==> src/rtl/rv_pkg.sv <==
// Shared writeback types.
// XLEN / REG_ADDR_W size the register file datapath; wb_entry_t is one
// pending register write {rd, data}; lookup_t is the result of a bypass lookup.
package rv_pkg;

   localparam int XLEN       = 32;
   localparam int REG_ADDR_W = 5;

   typedef struct packed {
      logic [REG_ADDR_W-1:0] rd;
      logic [XLEN-1:0]       data;
   } wb_entry_t;

   typedef struct packed {
      logic            hit;
      logic [XLEN-1:0] data;
   } lookup_t;

endpackage

==> src/rtl/writeback_unit_if.sv <==
// Load-result handshake between the LSU and the writeback unit.
//   lsu_valid : LSU offers a load result
//   lsu_ready : writeback queue can take it
//   lsu_rd    : destination register
//   lsu_data  : load data
// master = LSU side, slave = writeback unit side.
interface writeback_unit_if;
   import rv_pkg::*;

   logic                  lsu_valid;
   logic                  lsu_ready;
   logic [REG_ADDR_W-1:0] lsu_rd;
   logic [XLEN-1:0]       lsu_data;

   modport master (output lsu_valid, output lsu_rd, output lsu_data, input lsu_ready);
   modport slave  (input lsu_valid, input lsu_rd, input lsu_data, output lsu_ready);

endinterface

==> src/rtl/writeback_unit_fifo.sv <==
// wb_fifo: circular queue of pending load writebacks.
//   clk, reset    : clock, synchronous active-high reset (control only)
//   push_i        : write push_entry_i at the tail (ignored while full)
//   pop_i         : drop the head entry (ignored while empty)
//   head_o        : oldest entry
//   count_o       : number of valid entries, 0..DEPTH
//   entries_o     : all slots re-ordered oldest first, entry_vld_o marks valid ones
module wb_fifo
   import rv_pkg::*;
#(
   parameter  int DEPTH = 2,
   localparam int CNT_W = $clog2(DEPTH + 1)
) (
   input  logic             clk,
   input  logic             reset,
   input  logic             push_i,
   input  wb_entry_t        push_entry_i,
   input  logic             pop_i,
   output wb_entry_t        head_o,
   output logic [CNT_W-1:0] count_o,
   output wb_entry_t        entries_o [DEPTH],
   output logic [DEPTH-1:0] entry_vld_o
);

   localparam int PTR_W = (DEPTH > 1) ? $clog2(DEPTH) : 1;
   localparam int SUM_W = PTR_W + 1;
   localparam logic [PTR_W-1:0] LAST = PTR_W'(DEPTH - 1);
   localparam logic [CNT_W-1:0] FULL = CNT_W'(DEPTH);

   wb_entry_t        mem_q [DEPTH];
   logic [PTR_W-1:0] rd_ptr_q, rd_ptr_d;
   logic [PTR_W-1:0] wr_ptr_q, wr_ptr_d;
   logic [CNT_W-1:0] count_q, count_d;
   logic             do_push, do_pop;

   // Pointers wrap modulo DEPTH, which need not be a power of two.
   function automatic logic [PTR_W-1:0] ptr_inc(input logic [PTR_W-1:0] p);
      return (p == LAST) ? '0 : p + 1'b1;
   endfunction

   always_comb begin
      do_push  = push_i && (count_q < FULL);
      do_pop   = pop_i && (count_q != '0);
      rd_ptr_d = do_pop  ? ptr_inc(rd_ptr_q) : rd_ptr_q;
      wr_ptr_d = do_push ? ptr_inc(wr_ptr_q) : wr_ptr_q;
      count_d  = count_q;
      case ({do_push, do_pop})
         2'b10:   count_d = count_q + 1'b1;
         2'b01:   count_d = count_q - 1'b1;
         default: count_d = count_q;
      endcase
   end

   always_ff @(posedge clk) begin
      if (reset) begin
         rd_ptr_q <= '0;
         wr_ptr_q <= '0;
         count_q  <= '0;
      end else begin
         rd_ptr_q <= rd_ptr_d;
         wr_ptr_q <= wr_ptr_d;
         count_q  <= count_d;
      end
   end

   // Storage is not reset: a slot is only ever read while count marks it valid.
   always_ff @(posedge clk) begin
      if (do_push) mem_q[wr_ptr_q] <= push_entry_i;
   end

   // Age-ordered view so the lookup can let the youngest match win.
   always_comb begin
      entry_vld_o = '0;
      for (int k = 0; k < DEPTH; k++) begin
         logic [SUM_W-1:0] sum;
         sum = {1'b0, rd_ptr_q} + SUM_W'(k);
         if (sum >= SUM_W'(DEPTH)) sum = sum - SUM_W'(DEPTH);
         entries_o[k]   = mem_q[sum[PTR_W-1:0]];
         entry_vld_o[k] = (CNT_W'(k) < count_q);
      end
   end

   assign head_o  = mem_q[rd_ptr_q];
   assign count_o = count_q;

endmodule

==> src/rtl/writeback_unit.sv <==
// writeback_unit: merges ALU and load results into a single register-file
// write port and provides bypass lookups of writes still in flight.
//   clk, reset                    : clock, synchronous active-high reset
//   alu_valid/alu_rd/alu_data     : ALU result, never stalled, highest priority
//   lsu (writeback_unit_if.slave) : load results, queued in wb_fifo
//   write_address/data/enable     : registered register-file write port
//   lookup_address1/2             : decode-stage source registers
//   lookup_hit1/2, lookup_data1/2 : pending-write bypass (combinational)
//   idle                          : queue empty and no write this cycle
module writeback_unit
   import rv_pkg::*;
#(
   parameter int DEPTH = 2
) (
   input  logic                  clk,
   input  logic                  reset,
   input  logic                  alu_valid,
   input  logic [REG_ADDR_W-1:0] alu_rd,
   input  logic [XLEN-1:0]       alu_data,
   writeback_unit_if.slave       lsu,
   output logic [REG_ADDR_W-1:0] write_address,
   output logic [XLEN-1:0]       write_data,
   output logic                  write_enable,
   input  logic [REG_ADDR_W-1:0] lookup_address1,
   input  logic [REG_ADDR_W-1:0] lookup_address2,
   output logic                  lookup_hit1,
   output logic                  lookup_hit2,
   output logic [XLEN-1:0]       lookup_data1,
   output logic [XLEN-1:0]       lookup_data2,
   output logic                  idle
);

   localparam int CNT_W = $clog2(DEPTH + 1);
   localparam logic [CNT_W-1:0] FULL = CNT_W'(DEPTH);

   wb_entry_t        head;
   wb_entry_t        entries [DEPTH];
   logic [DEPTH-1:0] entry_vld;
   logic [CNT_W-1:0] count;
   logic             push, pop;
   logic             sel_vld;
   wb_entry_t        sel;
   wb_entry_t        out_q, out_d;
   logic             we_q, we_d;
   lookup_t          lk1, lk2;

   // Oldest queue entry is scanned first so younger matches overwrite it;
   // the output stage is the oldest pending write of all.
   function automatic lookup_t lookup(input logic [REG_ADDR_W-1:0] addr,
                                      input wb_entry_t ents [DEPTH],
                                      input logic [DEPTH-1:0] vld,
                                      input logic out_we,
                                      input wb_entry_t out_ent);
      lookup_t r;
      r = '0;
      if (addr != '0) begin
         if (out_we && (out_ent.rd == addr)) begin
            r.hit  = 1'b1;
            r.data = out_ent.data;
         end
         for (int k = 0; k < DEPTH; k++) begin
            if (vld[k] && (ents[k].rd == addr)) begin
               r.hit  = 1'b1;
               r.data = ents[k].data;
            end
         end
      end
      return r;
   endfunction

   // Ready depends only on the registered count, so a full queue refuses a
   // push even when the head leaves on the same edge.
   assign lsu.lsu_ready = !reset && (count < FULL);
   assign push          = lsu.lsu_valid && lsu.lsu_ready;

   wb_fifo #(.DEPTH(DEPTH)) u_fifo (
      .clk          (clk),
      .reset        (reset),
      .push_i       (push),
      .push_entry_i ({lsu.lsu_rd, lsu.lsu_data}),
      .pop_i        (pop),
      .head_o       (head),
      .count_o      (count),
      .entries_o    (entries),
      .entry_vld_o  (entry_vld)
   );

   // Source select: ALU first, queue head only on ALU-idle cycles.
   always_comb begin
      sel_vld = 1'b0;
      sel     = '0;
      pop     = 1'b0;
      if (alu_valid) begin
         sel_vld = 1'b1;
         sel     = {alu_rd, alu_data};
      end else if (count != '0) begin
         sel_vld = 1'b1;
         sel     = head;
         pop     = 1'b1;
      end
      // rd==0 is consumed and presented but never strobed.
      we_d  = sel_vld && (sel.rd != '0);
      out_d = sel_vld ? sel : out_q;
   end

   // Output stage
   always_ff @(posedge clk) begin
      if (reset) begin
         we_q  <= 1'b0;
         out_q <= '0;
      end else begin
         we_q  <= we_d;
         out_q <= out_d;
      end
   end

   assign write_enable  = we_q;
   assign write_address = out_q.rd;
   assign write_data    = out_q.data;

   assign lk1          = lookup(lookup_address1, entries, entry_vld, we_q, out_q);
   assign lk2          = lookup(lookup_address2, entries, entry_vld, we_q, out_q);
   assign lookup_hit1  = lk1.hit;
   assign lookup_data1 = lk1.data;
   assign lookup_hit2  = lk2.hit;
   assign lookup_data2 = lk2.data;

   assign idle = (count == '0) && !we_q;

endmodule

==> src/flat_wrapper.sv <==
// flat-port wrapper written by rule: the top's interface ports become plain ports
module writeback_unit_flat import rv_pkg::*;
#(
   parameter int DEPTH = 2
)
  (clk, reset, alu_valid, alu_rd, alu_data, write_address, write_data, write_enable, lookup_address1, lookup_address2, lookup_hit1, lookup_hit2, lookup_data1, lookup_data2, idle, lsu_lsu_valid, lsu_lsu_rd, lsu_lsu_data, lsu_lsu_ready);
  writeback_unit_if lsu_i ();
  input  logic clk;
  input  logic reset;
  input  logic alu_valid;
  input  logic [REG_ADDR_W-1:0] alu_rd;
  input  logic [XLEN-1:0] alu_data;
  output logic [REG_ADDR_W-1:0] write_address;
  output logic [XLEN-1:0] write_data;
  output logic write_enable;
  input  logic [REG_ADDR_W-1:0] lookup_address1;
  input  logic [REG_ADDR_W-1:0] lookup_address2;
  output logic lookup_hit1;
  output logic lookup_hit2;
  output logic [XLEN-1:0] lookup_data1;
  output logic [XLEN-1:0] lookup_data2;
  output logic idle;
  input wire logic [$bits(lsu_i.lsu_valid)-1:0] lsu_lsu_valid;
  input wire logic [$bits(lsu_i.lsu_rd)-1:0] lsu_lsu_rd;
  input wire logic [$bits(lsu_i.lsu_data)-1:0] lsu_lsu_data;
  output wire logic [$bits(lsu_i.lsu_ready)-1:0] lsu_lsu_ready;
  assign lsu_i.lsu_valid = lsu_lsu_valid;
  assign lsu_i.lsu_rd = lsu_lsu_rd;
  assign lsu_i.lsu_data = lsu_lsu_data;
  assign lsu_lsu_ready = lsu_i.lsu_ready;
  writeback_unit #(.DEPTH(DEPTH)) u_core (.clk(clk), .reset(reset), .alu_valid(alu_valid), .alu_rd(alu_rd), .alu_data(alu_data), .lsu(lsu_i), .write_address(write_address), .write_data(write_data), .write_enable(write_enable), .lookup_address1(lookup_address1), .lookup_address2(lookup_address2), .lookup_hit1(lookup_hit1), .lookup_hit2(lookup_hit2), .lookup_data1(lookup_data1), .lookup_data2(lookup_data2), .idle(idle));
endmodule
==> config.mk <==
export PLATFORM = sky130hd
export DESIGN_NAME = writeback_unit_flat
export DESIGN_NICKNAME = d
export VERILOG_FILES = /design/src/rtl/rv_pkg.sv /design/src/rtl/writeback_unit_if.sv /design/src/rtl/writeback_unit_fifo.sv /design/src/rtl/writeback_unit.sv /design/src/flat_wrapper.sv
export SDC_FILE = /design/constraint.sdc
export NUM_CORES = 1
export LEC_CHECK = 0
export CORE_ASPECT_RATIO = 0.75
export CORE_MARGIN = 8
export CORE_UTILIZATION = 50
export CTS_CLUSTER_DIAMETER = 120
export DETAILED_ROUTE_END_ITERATION = 7
export GPL_TIMING_DRIVEN = 0
export PLACE_DENSITY = 0.93
export SETUP_SLACK_MARGIN = 0.5
export SLEW_MARGIN = 20
export SYNTH_ARGS = -nofsm -noshare
export SYNTH_HDL_FRONTEND = slang
export SYNTH_HIERARCHICAL = 1
export SYNTH_SLANG_ARGS = --single-unit
==> constraint.sdc <==
create_clock -name clk -period 4.2 [get_ports clk]
set_clock_uncertainty 0.1 [all_clocks]
set_input_delay 0.84 -clock clk [delete_from_list [all_inputs] [get_ports clk]]
set_output_delay 0.84 -clock clk [all_outputs]
set_load 0.03 [all_outputs]
==> out/qor.txt, run 1 <==
status: finished, final reports clean
RSZ-0062 raised after global routing: yes
Peak supply drop: 338 uV
total wire length: 34300 microns
core area: 15100 sq um
# Max-Cap Violations: 0
H-Tree Depth: 4
Worst Slack Setup Final: 94.4 ps
area of the multi-input gates: 5280 sq um
final slew viol count: 0
Worst path max stage delay: 340 ps
Syn Nets: 773
Clk Latency, worst-skew pair: 420 ps
row count: 39
wire length of the first global-routing pass: 42200 microns
Max-slew headroom: 0.536
crit path buf inv count: 7
Final #Nets: 1071
fmax: 244 MHz
Layout fillers: 664
Synthesis Warnings: 6
Worst Setup End Kind: output port
pre-CTS WS: -407 ps
effective utilization at floorplan: 0.506
ratio of cells with drive above 1 in the final layout: 0.459
PwrDens: 346 nW/um^2
Gate Count Post-Synth: 682
total power: 4.54 mW
Worst path slowest cell: mux2_4
CP delay by family, top: buffers and inverters
area of placed instances: 9880 sq um
Post-synth EDFFs: 74
drt pass-1 iters: 5
Root Driver: clkbuf_16
Port Buffers: 190
Synth Register Bits: 117
Avg Inst Size Synth: 11.2 sq um
hold slack: 499 ps
sequential share of the synthesized area: 0.404
Post-Syn Area: 7630 sq um
fin crit share: 0.978
Post-Layout Inst Area: 13100 sq um
drt initial violations: 772
DRT antenna net count: 0
critical path arrival: 3170 ps
Post-route DRC: 0
die width: 159 microns
IO Count: 194
hpwl dp: 18300 microns
clock slew at reported path FFs: 50 ps
total CTS buffers: 17
most common flop cell mapped by yosys: edfxtp_1
final count of hold timing violations: 0
CTS Sinks: 117
WS Path Type: reg -> out
post-route insts no fill: 1197
placed cells: 1080
most used cell, CP: buf_12
gr usage total: 0.290
die area: 19500 sq um
worst-path maximum fanout: 6
Async SR Flop Fraction: 0
cell leakage power: 4.69 nW
class of the worst hold path: reg -> reg
ant diodes: 0
routability congestion estimate: 0.911
initial antenna violation count: 2
Die H: 123 microns
largest net degree at the start of global routing: 29
Cell Chain, Critical Path: buf_8, mux2_4, xor2_1, nor4_1, and3_1, buf_6, buf_12, buf_12, buf_4, buf_12, mux2i_4, o2bb2ai_2, buf_4
detailed-route vias per instance: 6.24
Slew @ Worst Pin: 696 ps
final setup fails: 0
synth unique cells: 35
CTS tree: yes
Area growth, synth to finish: 72.0%
grt ovf: 0
vias in the first global route: 7155
Via Count: 7464
crit path launch type: register
Final Critical Period: 4110 ps
clk buf depth: 2
register area: 3090 sq um
WL/cell: 28.7 microns
CP required: 3260 ps
==> registers in the layout (all words and copies together) (netlist names), named ones only <==
name and flops:
u_core/write_data 32, u_core/u_fifo/mem_q 74, u_core/u_fifo/count_o 2, u_core/write_enable 1
u_core/u_fifo/rd_ptr_q 1, u_core/write_address 5, u_core/u_fifo/wr_ptr_q 1
==> cell usage in the layout (no fill, tap or decap), types with 27 or more instances in the layout <==
cell,synthesis,final
mux2_4,50,55
o21ai_0,30,30
clkdlybuf4s50_1,0,116
mux2i_4,0,42
a21oi_1,77,76
dfxtp_1,43,41
buf_6,18,94
buf_4,48,84
o2bb2ai_4,0,45
clkbuf_1,24,28
xor2_1,27,27
nor2_1,52,50
nand2_1,37,37
edfxtp_1,74,74
==> what timing repair did <==
action                                  4_1_cts  5_1_grt
buffers inserted                             50       22
resized for setup                           545      191
pin swaps                                    17       42
endpoints found under the setup margin       66       66
cloned                                        8        6
hold buffers                                  0        0
==> layout make-up <==
class | instances | area share
Multi-Input combinational cell | 470 | 0.402
Timing Repair Buffer | 279 | 0.236
Sequential cell | 117 | 0.235
Buffer | 92 | 0.0639
Clock buffer | 27 | 0.0407
Tap cell | 205 | 0.0195
Clock inverter | 4 | 0.00143
Inverter | 3 | 0.000858
==> worst register-to-register path, cell delays in order, from the launching register on <==
cell and delay [ps]:
dfxtp_1 350, clkbuf_1 300, clkbuf_1 370, nor2_1 280, and2_1 180, nand2b_1 140
nor2_4 440, buf_16 230, buf_16 170
==> path summary, 6_finish.rpt <==
path | start | to | slack, ps | depth (start not counted)
worst max register to register | u_core/u_fifo/count_o[1]$_SDFFE_PP0P_ | u_core/u_fifo/mem_q[0][2]$_DFFE_PP_ | 1330 | 8
worst max-delay path | register | lookup_data2[3] | 90 | 13
worst min-delay path | u_core/u_fifo/wr_ptr_q$_SDFFE_PP0P_ | u_core/u_fifo/wr_ptr_q$_SDFFE_PP0P_ | 500 | 2
worst min register to register | u_core/u_fifo/wr_ptr_q$_SDFFE_PP0P_ | u_core/u_fifo/wr_ptr_q$_SDFFE_PP0P_ | 500 | 2
==> power breakdown <==
part           total (mW)  internal (mW)  switching [mW]
registers            1.46           1.34           0.123
logic                1.71          0.747           0.958
clock network        1.38          0.860           0.519
==> per-layer routing <==
metal,up-vias,GRT usage,routed length [microns]
met5,-,0,23
met4,4,0.121,1670
met3,146,0.0877,4160
met2,628,0.474,16200
met1,3604,0.354,12300
li1,3082,-,-
==> Yosys cell counts, types with 27 or more instances <==
cell,count,area share
a21oi_1,77,0.050
edfxtp_1,74,0.29
mux2i_1,64,0.084
nor2_1,52,0.026
mux2_4,50,0.098
buf_4,48,0.047
dfxtp_1,43,0.11
nand2_1,37,0.018
o2bb2ai_1,34,0.039
o21ai_0,30,0.020
o2bb2ai_2,30,0.059
xor2_1,27,0.031
==> metrics by stage <==
stage / util / setup TNS [ps]
2_1_floorplan: - / 0
5_1_grt: 0.871 / 0
3_3_place_gp: 0.649 / -48500
3_5_place_dp: 0.655 / -18810
4_1_cts: 0.769 / 0
6_report: 0.871 / 0
==> kinds of logic (layout without fill, tap and decap cells) <==
kind of cell | count (synthesis) | count (layout) | share of synthesized area
buf+inv | 95 | 405 | 0.0882
xor+xnor | 34 | 34 | 0.0390
compound gates | 183 | 183 | 0.182
fa+ha+maj | 3 | 3 | 0.00492
mux | 138 | 138 | 0.218
flops | 117 | 117 | 0.404
simple gates | 112 | 112 | 0.0639
(Power assumes the default switching activity.)
==> run 2, diff against run 1 <==
--- a/config.mk
+++ b/config.mk
@@ -5,13 +5,13 @@
 export SDC_FILE = /design/constraint.sdc
 export NUM_CORES = 1
 export LEC_CHECK = 0
-export CORE_ASPECT_RATIO = 0.75
+export CORE_ASPECT_RATIO = 1.4
 export CORE_MARGIN = 8
 export CORE_UTILIZATION = 50
 export CTS_CLUSTER_DIAMETER = 120
 export DETAILED_ROUTE_END_ITERATION = 7
 export GPL_TIMING_DRIVEN = 0
-export PLACE_DENSITY = 0.93
+export PLACE_DENSITY = 0.82
 export SETUP_SLACK_MARGIN = 0.5
 export SLEW_MARGIN = 20
 export SYNTH_ARGS = -nofsm -noshare
==> out/qor.txt, run 2 (synthesized netlist as in run 1, its figures left out) <==
most used cell, CP: buf_6
clk buf depth: 2 (unchanged)
Max-slew headroom: 0.527 (-0.00862)
Port Buffers: 190 (unchanged)
effective utilization at floorplan: 0.509 (+0.00309)
WS Path Type: reg -> out
total wire length: 28800 microns (-16%)
routability congestion estimate: 0.900 (-1.2%)
drt pass-1 iters: 5 (unchanged)
fmax: 259 MHz (+6.1%)
grt ovf: 0 (unchanged)
core area: 15000 sq um (-0.61%)
WL/cell: 25.4 microns (-12%)
row count: 53 (+36%)
Worst path slowest cell: mux2_4
hold slack: 525 ps (+25.6 ps)
r2r setup slk: 1320 ps (about the same)
clock slew at reported path FFs: 50 ps (about the same)
die width: 120 microns (-24%)
Clk Latency, worst-skew pair: 410 ps (about the same)
total CTS buffers: 17 (unchanged)
crit path launch type: register
Biggest register: u_core/u_fifo/mem_q
worst-path maximum fanout: 6 (unchanged)
Final Critical Period: 3870 ps (-238 ps)
critical path arrival: 2930 ps (-240 ps)
CP delay by family, top: buffers and inverters
# Max-Cap Violations: 0 (unchanged)
die area: 19500 sq um (about the same)
final count of hold timing violations: 0 (unchanged)
commonest non-fill, non-tap cells in the layout: 116 x clkdlybuf4s50_1, 75 x a21oi_1, 74 x edfxtp_1, 63 x buf_4, 60 x buf_6
ratio of cells with drive above 1 in the final layout: 0.419 (-0.0400)
max reg flops: 74 (unchanged)
final setup fails: 0 (unchanged)
DRT antenna net count: 0 (unchanged)
final slew viol count: 0 (unchanged)
Die H: 162 microns (+32%)
Peak supply drop: 243 uV (-28%)
fin crit share: 0.921 (-0.0566)
drt initial violations: 594 (-23%)
class of the worst hold path: reg -> reg
Area growth, synth to finish: 56.5%
Worst Setup End Kind: output port
wire length of the first global-routing pass: 41500 microns (-1.6%)
Worst path max stage delay: 340 ps (about the same)
gr usage total: 0.278 (-0.0123)
vias in the first global route: 7242 (+1.2%)
CP required: 3260 ps (about the same)
most common cell after layout, fill and taps aside: clkdlybuf4s50_1
CTS Sinks: 117 (unchanged)
largest net degree at the start of global routing: 21 (-28%)
H-Tree Depth: 4 (unchanged)
Root Driver: clkbuf_16
Cell Chain, Critical Path: buf_6, mux2_4, xor2_1, nor4_1, and3_1, buf_6, o221ai_4, buf_6, buf_12, o2bb2ai_4, buf_6
crit path buf inv count: 5 (-2)
detailed-route vias per instance: 6.11 (-2.0%)
CTS tree: yes
Slew @ Worst Pin: 709 ps (+12.9 ps)
fin util: 0.797 (-0.0738)
Final #Nets: 1020 (-4.8%)
RSZ-0062 raised after global routing: yes
cell leakage power: 4.27 nW (-9.0%)
hpwl dp: 18100 microns (-1.2%)
status: finished, final reports clean
Post-route DRC: 0 (unchanged)
PwrDens: 379 nW/um^2 (+9.7%)
Via Count: 6939 (-7.0%)
IO Count: 194 (unchanged)
Hold Buf Count CTS: 0 (unchanged)
initial antenna violation count: 2 (unchanged)
run 2: changes by cell type in the layout (fill, tap and decap cells not counted), sizes merged:
cell,delta
bufinv,+5
bufbuf,-1
clkbuf,-5
clkinv,+2
buf,-52
diode,+2
run 2: tightest hold or removal path: stages, from the launching register on:
cell     delay (ps)
dfxtp_1         360
xor2_1          160
nor2_1           50
run 2: final timing paths:
check	from	endpoint	depth (start not counted)
setup / recovery	register	lookup_data1[5]	11
hold / removal	u_core/u_fifo/count_o[0]$_SDFFE_PP0P_	u_core/u_fifo/count_o[0]$_SDFFE_PP0P_	2
setup reg to reg	u_core/u_fifo/count_o[1]$_SDFFE_PP0P_	u_core/u_fifo/mem_q[0][13]$_DFFE_PP_	7
hold reg to reg	u_core/u_fifo/count_o[0]$_SDFFE_PP0P_	u_core/u_fifo/count_o[0]$_SDFFE_PP0P_	2
run 2: area by class of cell:
| type | instances | area, sq um |
|---|---|---|
| diodes | 2 | 5.00 |
| flip-flops and latches | 117 | 3090 |
| well taps | 192 | 240 |
| multi-input cells | 470 | 4760 |
| plain buffers | 92 | 823 |
| fillers | 863 | 3040 |
| inverters | 3 | 11.3 |
| repair buffers | 228 | 2390 |
| clock inverters | 11 | 183 |
| clock buffers | 20 | 447 |
run 2: per-stage QoR:
step	setup slack [ps]	setup TNS (ps)	std cells	total power, mW	instance area (sq um)
2_1_floorplan	509	0	682	2.26	7630
3_3_place_gp	-1140	-58690	1064	2.68	9780
3_5_place_dp	-356	-17130	1066	2.72	9830
4_1_cts	376	0	1130	4.39	11300
5_1_grt	267	0	1135	4.67	11900
6_report	332	0	1135	4.53	11900
run 2: layer usage:
| metal | up-vias | track usage | wire length [microns] |
|---|---|---|---|
| li1 | 2990 | - | - |
| met2 | 460 | 0.480 | 14800 |
| met3 | 124 | 0.0688 | 2310 |
| met1 | 3365 | 0.296 | 9950 |
| met4 | 0 | 0.179 | 1740 |
| met5 | - | 0 | 0 |
run 2: where the power goes:
group,internal (mW),total [mW],leakage [nW],switching [mW]
Combinational,0.670,1.53,2.92,0.857
Clock,1.06,1.57,0.311,0.509
Sequential,1.33,1.44,1.03,0.103
run 2: what timing repair did:
item,in CTS,in global routing
setup endpoints to repair,66,66
setup buffers,25,2
resized for setup,521,113
cloned,8,1
pin swaps,20,23
